`src/rtl/eth_tx.sv`:
```
// RMII transmit framer: preamble, SFD, payload, zero pad, CRC-32 FCS and inter-frame gap.
// One byte per 4 Clk cycles, dibits LSB first. Every output comes from a flop.
//
//   state     | meaning
//   ----------+---------------------------------------------------------
//   sIdle     | line quiet, waiting for Tx_Valid
//   sPreamble | 7 bytes of 0x55
//   sSfd      | 0xD5; first payload byte requested on its last dibit
//   sData     | payload bytes from upstream, one handshake per byte
//   sPad      | 0x00 bytes until the minimum frame length is reached
//   sFcs      | complemented CRC, least-significant byte first
//   sIfg      | inter-frame gap, line quiet, upstream ignored
module eth_tx #(
   parameter int pMIN_FRAME = 60,
   parameter int pIFG_BYTES = 12
) (
   input  logic       Clk,
   input  logic       Rst,
   input  logic       Tx_Valid,
   input  logic [7:0] Tx_Data,
   input  logic       Tx_Last,
   output logic       Tx_Ready,
   output logic       Tx_En,
   output logic [1:0] Txd,
   output logic       Tx_Busy,
   output logic       Tx_Underrun
);

   localparam int          cMinInt   = (pMIN_FRAME > 2047) ? 2047 : pMIN_FRAME;
   localparam logic [10:0] cMinFrame = 11'(cMinInt);
   localparam int          cIfgCyc   = (pIFG_BYTES < 1) ? 1 : pIFG_BYTES * 4;
   localparam logic [15:0] cIfgLoad  = 16'(cIfgCyc - 1);
   localparam logic [31:0] cCrcInit  = 32'hFFFF_FFFF;

   typedef enum logic [2:0] {
      sIdle, sPreamble, sSfd, sData, sPad, sFcs, sIfg
   } stateT;

   stateT       state;
   logic [1:0]  phase;
   logic [2:0]  byteIdx;
   logic [7:0]  shiftByte;
   logic        curLast;
   logic [10:0] byteCnt;
   logic [31:0] crc;
   logic [15:0] ifgCnt;

   function automatic logic [31:0] crcByte(input logic [31:0] c, input logic [7:0] d);
      logic [31:0] r;
      r = c ^ {24'h0, d};
      for (int i = 0; i < 8; i++) begin
         r = r[0] ? ({1'b0, r[31:1]} ^ 32'hEDB8_8320) : {1'b0, r[31:1]};
      end
      return r;
   endfunction

   function automatic logic [10:0] satInc(input logic [10:0] c);
      return (c == 11'h7FF) ? c : c + 11'd1;
   endfunction

   always_ff @(posedge Clk or negedge Rst) begin
      if (!Rst) begin
         state       <= sIdle;
         phase       <= 2'd0;
         byteIdx     <= 3'd0;
         shiftByte   <= 8'h00;
         curLast     <= 1'b0;
         byteCnt     <= 11'd0;
         crc         <= cCrcInit;
         ifgCnt      <= 16'd0;
         Tx_Ready    <= 1'b0;
         Tx_En       <= 1'b0;
         Txd         <= 2'b00;
         Tx_Busy     <= 1'b0;
         Tx_Underrun <= 1'b0;
      end else begin
         Tx_Underrun <= 1'b0;
         case (state)
            sIdle: begin
               Tx_Ready <= 1'b0;
               Tx_En    <= 1'b0;
               Txd      <= 2'b00;
               if (Tx_Valid) begin
                  state     <= sPreamble;
                  Tx_En     <= 1'b1;
                  Tx_Busy   <= 1'b1;
                  shiftByte <= 8'h55;
                  Txd       <= 2'b01;
                  phase     <= 2'd0;
                  byteIdx   <= 3'd6;
                  byteCnt   <= 11'd0;
                  curLast   <= 1'b0;
                  crc       <= cCrcInit;
               end
            end
            sIfg: begin
               if (ifgCnt == 16'd0) begin
                  state   <= sIdle;
                  Tx_Busy <= 1'b0;
               end else begin
                  ifgCnt <= ifgCnt - 16'd1;
               end
            end
            default: begin
               if (phase != 2'd3) begin
                  phase     <= phase + 2'd1;
                  shiftByte <= {2'b00, shiftByte[7:2]};
                  Txd       <= shiftByte[3:2];
                  // Request the next byte on the last dibit so it follows with no bubble.
                  Tx_Ready  <= (phase == 2'd2) &&
                               ((state == sSfd) || ((state == sData) && !curLast));
               end else begin
                  phase    <= 2'd0;
                  Tx_Ready <= 1'b0;
                  case (state)
                     sPreamble: begin
                        if (byteIdx == 3'd0) begin
                           state     <= sSfd;
                           shiftByte <= 8'hD5;
                           Txd       <= 2'b01;
                        end else begin
                           byteIdx   <= byteIdx - 3'd1;
                           shiftByte <= 8'h55;
                           Txd       <= 2'b01;
                        end
                     end
                     sSfd, sData: begin
                        if (Tx_Ready) begin
                           if (Tx_Valid) begin
                              state     <= sData;
                              shiftByte <= Tx_Data;
                              Txd       <= Tx_Data[1:0];
                              curLast   <= Tx_Last;
                              crc       <= crcByte(crc, Tx_Data);
                              byteCnt   <= satInc(byteCnt);
                           end else begin
                              // Underrun flags alongside the dropped TX_EN, since both are flopped.
                              Tx_Underrun <= 1'b1;
                              Tx_En       <= 1'b0;
                              Txd         <= 2'b00;
                              state       <= sIfg;
                              ifgCnt      <= cIfgLoad;
                              crc         <= cCrcInit;
                           end
                        end else if (byteCnt < cMinFrame) begin
                           state     <= sPad;
                           shiftByte <= 8'h00;
                           Txd       <= 2'b00;
                           crc       <= crcByte(crc, 8'h00);
                           byteCnt   <= satInc(byteCnt);
                        end else begin
                           state     <= sFcs;
                           shiftByte <= ~crc[7:0];
                           Txd       <= ~crc[1:0];
                           crc       <= {8'h00, crc[31:8]};
                           byteIdx   <= 3'd3;
                        end
                     end
                     sPad: begin
                        if (byteCnt < cMinFrame) begin
                           shiftByte <= 8'h00;
                           Txd       <= 2'b00;
                           crc       <= crcByte(crc, 8'h00);
                           byteCnt   <= satInc(byteCnt);
                        end else begin
                           state     <= sFcs;
                           shiftByte <= ~crc[7:0];
                           Txd       <= ~crc[1:0];
                           crc       <= {8'h00, crc[31:8]};
                           byteIdx   <= 3'd3;
                        end
                     end
                     sFcs: begin
                        if (byteIdx == 3'd0) begin
                           state  <= sIfg;
                           Tx_En  <= 1'b0;
                           Txd    <= 2'b00;
                           ifgCnt <= cIfgLoad;
                           crc    <= cCrcInit;
                        end else begin
                           byteIdx   <= byteIdx - 3'd1;
                           shiftByte <= ~crc[7:0];
                           Txd       <= ~crc[1:0];
                           crc       <= {8'h00, crc[31:8]};
                        end
                     end
                     default: begin
                        state <= sIdle;
                     end
                  endcase
               end
            end
         endcase
      end
   end

endmodule

```
`config.mk`:
```
export PLATFORM = sky130hd
export DESIGN_NAME = eth_tx
export DESIGN_NICKNAME = d
export VERILOG_FILES = /design/src/rtl/eth_tx.sv
export SDC_FILE = /design/constraint.sdc
export NUM_CORES = 1
export LEC_CHECK = 0
export ABC_AREA = 1
export ABC_CLOCK_PERIOD_IN_PS = 3190
export BUFFER_PORTS_ARGS = -buffer_cell sky130_fd_sc_hd__buf_2
export CORE_ASPECT_RATIO = 1.5
export CORE_MARGIN = 2
export CORE_UTILIZATION = 59
export CTS_CLUSTER_SIZE = 30
export DETAILED_ROUTE_END_ITERATION = 6
export GPL_ROUTABILITY_DRIVEN = 0
export PLACE_DENSITY = 0.77
export SLEW_MARGIN = 15
export SYNTH_ARGS = -nofsm -noshare
export SYNTH_HDL_FRONTEND = slang
export SYNTH_SLANG_ARGS = --single-unit
export TNS_END_PERCENT = 20
```
`constraint.sdc`:
```
create_clock -name Clk -period 3.19 [get_ports Clk]
set_input_delay 0.957 -clock Clk [delete_from_list [all_inputs] [get_ports Clk]]
set_output_delay 0.957 -clock Clk [all_outputs]
set_load 0.03 [all_outputs]
```
* Word level (Yosys, flattened, before mapping)
Index checks and enable logic that the tools add are counted.
** Word-level totals
- Flip-flop bits (word level) :: 82
- Output and inout port bits :: 6
- Word-level logic and storage cells :: 197
** Cells by class
- $add $sub $neg :: 4
- Order comparisons :: 1
- Eq/ne operators :: 28
- Mux-type cells :: 100
- Bitwise logic cells :: 21
- Reductions and logical operators :: 30
** Operators with widths (count)
- $mux 32 :: 22
- $not 13->14 :: 16
- $pmux 32 s3 :: 1
- $mux 16 :: 5
- $mux 11 :: 6
- $pmux 16 s2 :: 2
- $pmux 32 s2 :: 1
- $mux 8 :: 7
- $pmux 11 s2 :: 2
- $mux 3 :: 13
- $pmux 8 s4 :: 1
- $xor 32x8->32 :: 1
- $reduce_and 6->1 :: 4
- $mux 1 :: 20
- $logic_not 16->1 :: 1
- $pmux 8 s2 :: 1
- $sub 16x1->16 const B :: 1
- $ne 3x3->1 const B :: 5
- $mux 2 :: 7
- $ne 4x4->1 const B :: 3
- $pmux 3 s2 :: 2
- $pmux 3 s4 :: 1
- $add 11x1->11 const B :: 1
- $eq 11x11->1 const B :: 1
- 34 further kinds :: 60

* Depth between registers and ports, before layout
Gate-level depths: netlist (run 1).
- Word-level depth :: 22
- Depth in mapped cells :: 15
- Gate-level depth less buffers :: 14

* Worst setup path before layout (run 1)
OpenSTA, ideal clock, no wires.
- Kind :: in2reg
- Start :: input Tx_Data[0]
- End :: register crc[20]
- Library setup time :: 0.073 ns
- Arrival time :: 2.035 ns
- Required time :: 3.117 ns
- Setup slack :: 1.082 ns
- Stages :: 13
- Buffers on the path :: 0
- Path through :: inv_1 > nand2_1 > nand2_2 > nand2_1 > nand2_2 > inv_2 > nand2_1 > nand2_1 > nand2_1 > nand3_1 > nand3_1 > nand2_1 > a21oi_1
** Between the ends
- Cells in the longest elaborated chain, start to end :: 19
** Ends and longest elaborated chain
- start: declaration :: line 20 : input logic [7:0] Tx_Data,
- $xor 32x8->32 * :: line 50 : r = c ^ {24'h0, d};
- $mux 32 * :: line 52 : r = r[0] ? ({1'b0, r[31:1]} ^ 32'hEDB8_8320) : {1'b0, r[31:1]};
- $not 13->14 (no line)
- $mux 32 * (2 in a row) :: line 52
- $not 13->14 (no line)
- $mux 32 * :: line 52
- $not 13->14 (no line)
- $mux 32 * (2 in a row) :: line 52
- $not 13->14 (no line)
- $mux 32 * :: line 52
- $not 13->14 (no line)
- $mux 32 * :: line 52
- $mux 32 * :: line 129 : if (Tx_Valid) begin
- $mux 32 * :: line 128 : if (Tx_Ready) begin
- $pmux 32 s3 * :: line 115 : case (state)
- $mux 32 * :: line 105 : if (phase != 2'd3) begin
- $pmux 32 s2 * :: line 78 : case (state)
- end signal: assignment :: line 93 : crc <= cCrcInit;
- end signal: assignment :: line 134 : crc <= crcByte(crc, Tx_Data);
- end signal: assignment :: line 143 : crc <= cCrcInit;
- end: declaration :: line 45 : logic [31:0] crc;
Mark *: on every way between the ends. The rest lies on a longest branch, timed or not. The select of a mux whose other input is x is not followed.
A chain may end at the register's enable or synchronous reset.

* Final worst setup path (run 1)
- Start :: register state[0]
- End :: register ifgCnt[0]
** Between the ends
- Cells in the longest elaborated chain, start to end :: 5
** Ends and longest elaborated chain
- start: declaration :: line 39 : stateT state;
- start signal: assignment :: line 63 : state <= sIdle;
- start signal: assignment :: line 84 : state <= sPreamble;
- start signal: assignment :: line 98 : state <= sIdle;
- $eq 3x2->1 :: line 115
- $reduce_or 2->1 :: line 115
- $pmux 16 s2 :: line 115
- $mux 16 :: line 105
- $pmux 16 s2 :: line 78
- end signal: assignment :: line 101 : ifgCnt <= ifgCnt - 16'd1;
- end signal: assignment :: line 142 : ifgCnt <= cIfgLoad;
- end signal: assignment :: line 178 : ifgCnt <= cIfgLoad;
- end: declaration :: line 46 : logic [15:0] ifgCnt;
Several ways; a longest one is shown, not always the timed one. The select of a mux whose other input is x is not followed.

==> summary.md, run 1 <==
| Metric | Value |
|---|---|
| Setup Skew | `0.0118 ns` |
| Dpl cells | `1,280` |
| Cell variety after synth | `47` |
| First-pass GRT wire length | `36.3 mm` |
| Fin util | `65.3%` |
| Outcome | `complete, no violations` |
| Top_reg_cell synth | `dfrtp_1` |
| Reg2reg setup slack | `0.75 ns` |
| Area growth, synth to finish | `8.06%` |
| Start point of the worst hold path | `Txd[1]` |
| Row count | `49` |
| Fin nets | `1,157` |
| Most common cell after layout, fill and taps aside | `nand2_1` |
| Syn nets | `1,149` |
| Critical Path RT | `3.42 ns` |
| Post-CTS setup buffers | `0` |
| Ant diodes | `0` |
| Relative slew margins | `51.1%` |
| Reg-to-Reg End | `ifgCnt[0]` |
| Detailed Routing Iterations Pass 1 | `6` |
| GRT overflow | `0` |
| Die area | `0.0132 sq mm` |
| Worst Tran Pin Value | `0.732 ns` |
| Core footprint | `0.0120 sq mm` |
| Reg clk slew, reported paths | `0.07 ns` |
| Min-Delay Path Class | `flop to flop` |
| Clock buffer count from CTS | `9` |
| Cts repair resizes | `0` |
| Pin count of the biggest net entering global routing | `44` |
| Hold endpoint | `Txd[1]` |
| Final hold violations | `0` |
| H-Tree Level Count | `3` |
| Yosys reg bits | `80` |
| Hold buffers post-CTS | `0` |
| DRC viols | `0` |
| IO Port Bufs | `17` |
| CTS tree | `yes` |
| Final setup viols | `0` |
| Post-synth EDFFs | `0` |
| Detail Placement HPWL | `16.5 mm` |
| Layout cell share with drive strength beyond 1 | `11.4%` |
| Min cycle time layout | `2.44 ns` |
| Skew-Pair Late Insertion Delay | `0.35 ns` |
| Root buf cell | `clkbuf_16` |
| Fmax | `411 MHz` |
| Post-synth ARST share | `100%` |
| Post-route ant nets | `0` |
| Max clock buf depth | `2` |
| Fin crit share | `76.3%` |
| CP Launch Type | `flop` |
| Mapped Cells | `1,130` |
| Warnings, synthesis | `0` |
| Die height | `139 um` |
| Clock sinks | `80` |
| Vias per inst | `5.87` |
| Vias post-DR | `7,613` |
| Worst Setup End Kind | `flop` |
| Io pins | `18` |
| Slew Limit Fails | `0` |
| Average cell area after synthesis | `6.39 sq um` |
| Initial antenna violation count | `0` |
| Vias in the first global route | `7,118` |
| Wirelength per Cell | `17.7 um` |
| Reg2reg path depth | `10` |
| RSZ-0062 raised after global routing | `false` |
| DR iter-0 viols | `840` |
| Worst Hold Depth | `2` |
| DRT Wirelength | `23.0 mm` |
| Fin cells | `1,296` |
| Commonest cells after routing, fill and taps aside | `nand2_1, inv_1, nand3_1, nor2_1, xor2_1` |
| Register area share after synthesis | `28.3%` |
| Die W | `94.3 um` |
| Initial Util | `60.4%` |
| Mapped Area | `0.00722 sq mm` |
| Hold slack | `0.480 ns` |
| Max-cap viol count | `0` |
| Reg2reg start | `state[0]` |
| Sum of negative setup slack | `0 ns` |
| Critical Path AT | `2.66 ns` |
| Worst-path maximum fanout | `29` |
| Crit path kind | `flop to flop` |
| GRT Resource Usage Total | `35.8%` |
final cells by class:
type	instances	area, sq um
Multi-Input combinational cell	887	4510
Fill cell	1119	4150
Sequential cell	80	2040
Inverter	128	480
Clock buffer	10	229
Timing Repair Buffer	32	213
Tap cell	153	191
Clock inverter	6	140
worst max-delay path, stage by stage (launching register included):
cell	delay, ns
dfrtp_1	0.49
inv_2	0.11
nor2_4	0.18
nand2_2	0.27
inv_2	0.43
nand2_1	0.18
nand2_1	0.18
nor2_1	0.07
buf_4	0.21
o21ai_0	0.09
o21ai_0	0.10
worst max path at each step:
stage               cells past startpoint      endpoint  startpoint  slack (ns)
global route                           10  shiftByte[7]  byteCnt[7]        0.60
finish                                 10     ifgCnt[0]    state[0]        0.75
detailed placement                     11       crc[16]  Tx_Data[3]        0.61
global placement                        9       crc[27]  Tx_Data[4]        0.60
CTS                                    10     ifgCnt[3]    state[0]        0.78
floorplan                              13       crc[20]  Tx_Data[0]        1.08
flip-flops by register name, indices dropped and copies added, names as in the netlist:
register / cells
Tx_Ready: 1
Tx_Busy: 1
Txd: 2
crc: 32
shiftByte: 6
phase: 2
Tx_Underrun: 1
ifgCnt: 16
Tx_En: 1
state: 3
byteIdx: 3
curLast: 1
byteCnt: 11
through the flow:
stage / cell area [sq um] / setup slack, ns
floorplan: 7220 / 1.08
global placement: 7430 / 0.603
detailed placement: 7430 / 0.613
CTS: 7800 / 0.778
global route: 7800 / 0.598
finish: 7800 / 0.755
cells by family after synthesis:
family                   after synthesis  synth area share, %
AND/OR/NAND/NOR                      622                 37.2
adder cells (fa/ha/maj)                7                 1.21
AO/OA/AOI/OAI                        172                 13.3
buffers and inverters                163                 9.31
XOR/XNOR                              86                 10.7
flip-flops                            80                 28.3
synth_stat cells (3+ instances only):
library cell / n / share of area (%)
nor3_1: 10 / 0.69
nand2_2: 12 / 1.0
ha_1: 7 / 1.2
o211ai_1: 11 / 1.1
clkbuf_1: 9 / 0.47
nor2_1: 101 / 5.3
buf_1: 3 / 0.16
inv_2: 13 / 0.68
o21ai_2: 3 / 0.36
xnor2_1: 21 / 2.5
buf_2: 14 / 0.97
o31ai_1: 3 / 0.31
nand2_1: 359 / 19
inv_1: 114 / 5.9
dfrtp_1: 48 / 17
a22oi_1: 7 / 0.73
xor2_1: 64 / 7.8
a31oi_1: 7 / 0.61
nand3_1: 106 / 7.3
a21oi_1: 59 / 4.1
nand4_1: 11 / 0.95
o21ai_0: 62 / 4.3
dfstp_2: 32 / 12
buf_6: 3 / 0.47
nor2_4: 5 / 0.78
o21ai_1: 11 / 0.76
buf_4: 5 / 0.52
nor2_2: 4 / 0.35
or2_2: 4 / 0.35
per-layer routing:
| metal | GRT usage, % | vias up | wire, um | share of wire (%) |
|---|---|---|---|---|
| li1 | - | 3647 | - | - |
| met1 | 41.5 | 3439 | 8230 | 36 |
| met2 | 58.2 | 405 | 11000 | 48 |
| met3 | 6.33 | 122 | 1880 | 8.2 |
| met4 | 26.2 | 0 | 1820 | 7.9 |
| met5 | 0 | - | 0 | 0 |
Power of run 1 is not shown: default switching activity piles up to over one toggle a cycle in this logic, so the estimate is an artifact.
==> run 2, diff against run 1 <==
Settings changed: ABC_CLOCK_PERIOD_IN_PS 3190 to 2250.
Clock period 3.19 ns to 2.25 ns, I/O delays scaled along.
==> run 2 against run 1 <==
- cell area is 4.8% higher
- routed wire length up 1.5%
- sequential cell count stayed put
- non-clock buffer count increased by 50
==> summary.md, run 2 (synthesis results as in run 1) <==
| Metric | Value |
|---|---|
| Fillers | `1,118 (-0.089%)` |
| Met1 Use GR | `39.9% (-1.6 points)` |
| Post-route ant nets | `0 (unchanged)` |
| Fin nets | `1,207 (+4.3%)` |
| Min cycle time layout | `2.17 ns (-0.261 ns)` |
| GRT Resource Usage Total | `36.7% (+0.93 points)` |
| Pin count of the biggest net entering global routing | `37 (-16%)` |
| IO Port Bufs | `17 (unchanged)` |
| Crit path to | `crc[25]` |
| Slew Limit Fails | `0 (unchanged)` |
| Max-cap viol count | `0 (unchanged)` |
| Crit path kind | `flop to flop` |
| Die area | `0.0132 sq mm (unchanged)` |
| Worst Setup End Kind | `flop` |
| Hold slack | `0.272 ns (-0.207 ns)` |
| Min-Delay Path Class | `primary input to asynchronous set/reset pin` |
| Most common cell after layout, fill and taps aside | `nand2_1` |
| Final instance area | `0.00817 sq mm (+4.8%)` |
| Wirelength per Cell | `17.3 um (-2.3%)` |
| Largest regs | `crc (32), ifgCnt (16), byteCnt (11)` |
| Core footprint | `0.0120 sq mm (unchanged)` |
| Worst Tran Pin Value | `0.504 ns (-0.228 ns)` |
| Die height | `139 um (unchanged)` |
| H-Tree Level Count | `3 (unchanged)` |
| Initial Util | `60.4% (unchanged)` |
| Max clock buf depth | `2 (unchanged)` |
| Critical Path AT | `2.46 ns (-0.20 ns)` |
| Reg clk slew, reported paths | `0.07 ns (about the same)` |
| DR iter-0 viols | `708 (-16%)` |
| Global route hottest layer | `met2` |
| Detailed Routing Iterations Pass 1 | `7 (+1)` |
| Layout cell share with drive strength beyond 1 | `15.6% (+4.2 points)` |
| Max reg flops | `32 (unchanged)` |
| Clock sinks | `80 (unchanged)` |
| Root buf cell | `clkbuf_16` |
| Reg-to-Reg End | `crc[25]` |
| GR Util met2 | `61.5% (+3.3 points)` |
| Final setup viols | `0 (unchanged)` |
| Fmax | `460 MHz (+12%)` |
| Setup crit start | `crc[2]` |
| Critical Path RT | `2.53 ns (-0.89 ns)` |
| First-pass GRT wire length | `37.0 mm (+1.9%)` |
| GRT overflow | `0 (unchanged)` |
| Clock buffer count from CTS | `9 (unchanged)` |
| Vias in the first global route | `7,533 (+5.8%)` |
| Reg2reg start | `crc[2]` |
| DRC viols | `0 (unchanged)` |
| Area growth, synth to finish | `13.2%` |
| Row count | `49 (unchanged)` |
| CTS tree | `yes` |
| Placed cell area | `0.00780 sq mm (+5.0%)` |
| Outcome | `complete, no violations` |
| Relative slew margins | `66.2% (+15 points)` |
| Grt met3 use | `5.74% (-0.60 points)` |
| Skew-Pair Late Insertion Delay | `0.35 ns (about the same)` |
| Reg2reg setup slack | `0.08 ns (-0.68 ns)` |
| Initial antenna violation count | `0 (unchanged)` |
| Setup Skew | `0.0103 ns (-0.00152 ns)` |
| Commonest cells after routing, fill and taps aside | `nand2_1, inv_1, nand3_1, nor2_1, buf_4` |
| Reg2reg path depth | `10 (unchanged)` |
| Reg with most FFs | `crc` |
| Hold buffers post-CTS | `0 (unchanged)` |
| CP Launch Type | `flop` |
| Vias per inst | `5.85 (-0.35%)` |
| Fin crit share | `96.6% (+20 points)` |
| Fin util | `68.4% (+3.1 points)` |
| Die W | `94.3 um (unchanged)` |
| DRT Wirelength | `23.3 mm (+1.5%)` |
| Io pins | `18 (unchanged)` |
| Worst-path maximum fanout | `8 (-72%)` |
| Vias post-DR | `7,879 (+3.5%)` |
| Final hold violations | `0 (unchanged)` |
| Sum of negative setup slack | `0 ns (unchanged)` |
| Detail Placement HPWL | `17.5 mm (+6.0%)` |
| Ant diodes | `0 (unchanged)` |
run 2: changes by cell type in the layout (fill, tap and decap cells not counted), sizes merged:
| cell | change |
|---|---|
| clkinv | +1 |
| clkinvlp | +2 |
| buf | +50 |
| bufinv | -3 |
run 2: timing repair:
action                                  in CTS  in global routing
setup buffers                                0                  4
resized for setup                            0                  5
endpoints found under the setup margin       0                 28
hold endpoints to repair                     0                  0
run 2: per-layer routing:
| metal | vias up | part of all wire [%] | wire length, um |
|---|---|---|---|
| li1 | 3742 | - | - |
| met1 | 3611 | 35 | 8160 |
| met2 | 370 | 49 | 11400 |
| met3 | 156 | 6.6 | 1540 |
| met4 | 0 | 9.5 | 2220 |
| met5 | - | 0 | 0 |
run 2: worst min-delay path by stage:
| stage | from | endpoint | slack (ns) | cells past startpoint |
|---|---|---|---|---|
| floorplan | Rst | Tx_Busy | 0.38 | 0 |
| global placement | Tx_En | Tx_En | 0.45 | 2 |
| detailed placement | Tx_En | Tx_En | 0.46 | 2 |
| CTS | Rst | byteCnt[7] | 0.29 | 1 |
| global route | Rst | byteCnt[7] | 0.31 | 1 |
| finish | Rst | byteCnt[8] | 0.27 | 1 |
run 2: critical path: stages, from the launching register on:
cell and delay [ns]:
dfstp_2 0.68, clkinvlp_4 0.19, nand2_1 0.08, nand2_1 0.10, nand2_1 0.08, nand2_1 0.24
xor2_1 0.36, a21oi_1 0.10, o21ai_0 0.09, a21oi_1 0.09, nor2_1 0.09
run 2: through the flow:
| stage | setup slack, ns | cells |
|---|---|---|
| after detailed placement | 0.0246 | 1326 |
| after CTS | 0.0935 | 1342 |
| after global placement | 0.0734 | 1326 |
| after floorplan | 0.417 | 1130 |
| final | 0.0756 | 1346 |
| after global routing | -0.0230 | 1346 |
run 2: cell type report:
class	count	area [sq um]	area share [%]
multi-input combinational	887	4530	55.4
sequential	80	2040	25.0
timing repair buffer	82	613	7.50
inverter	128	484	5.92
clock buffer	10	239	2.92
tap	153	191	2.34
clock inverter	6	72.6	0.888
Power of run 2 is left out for the same reason.
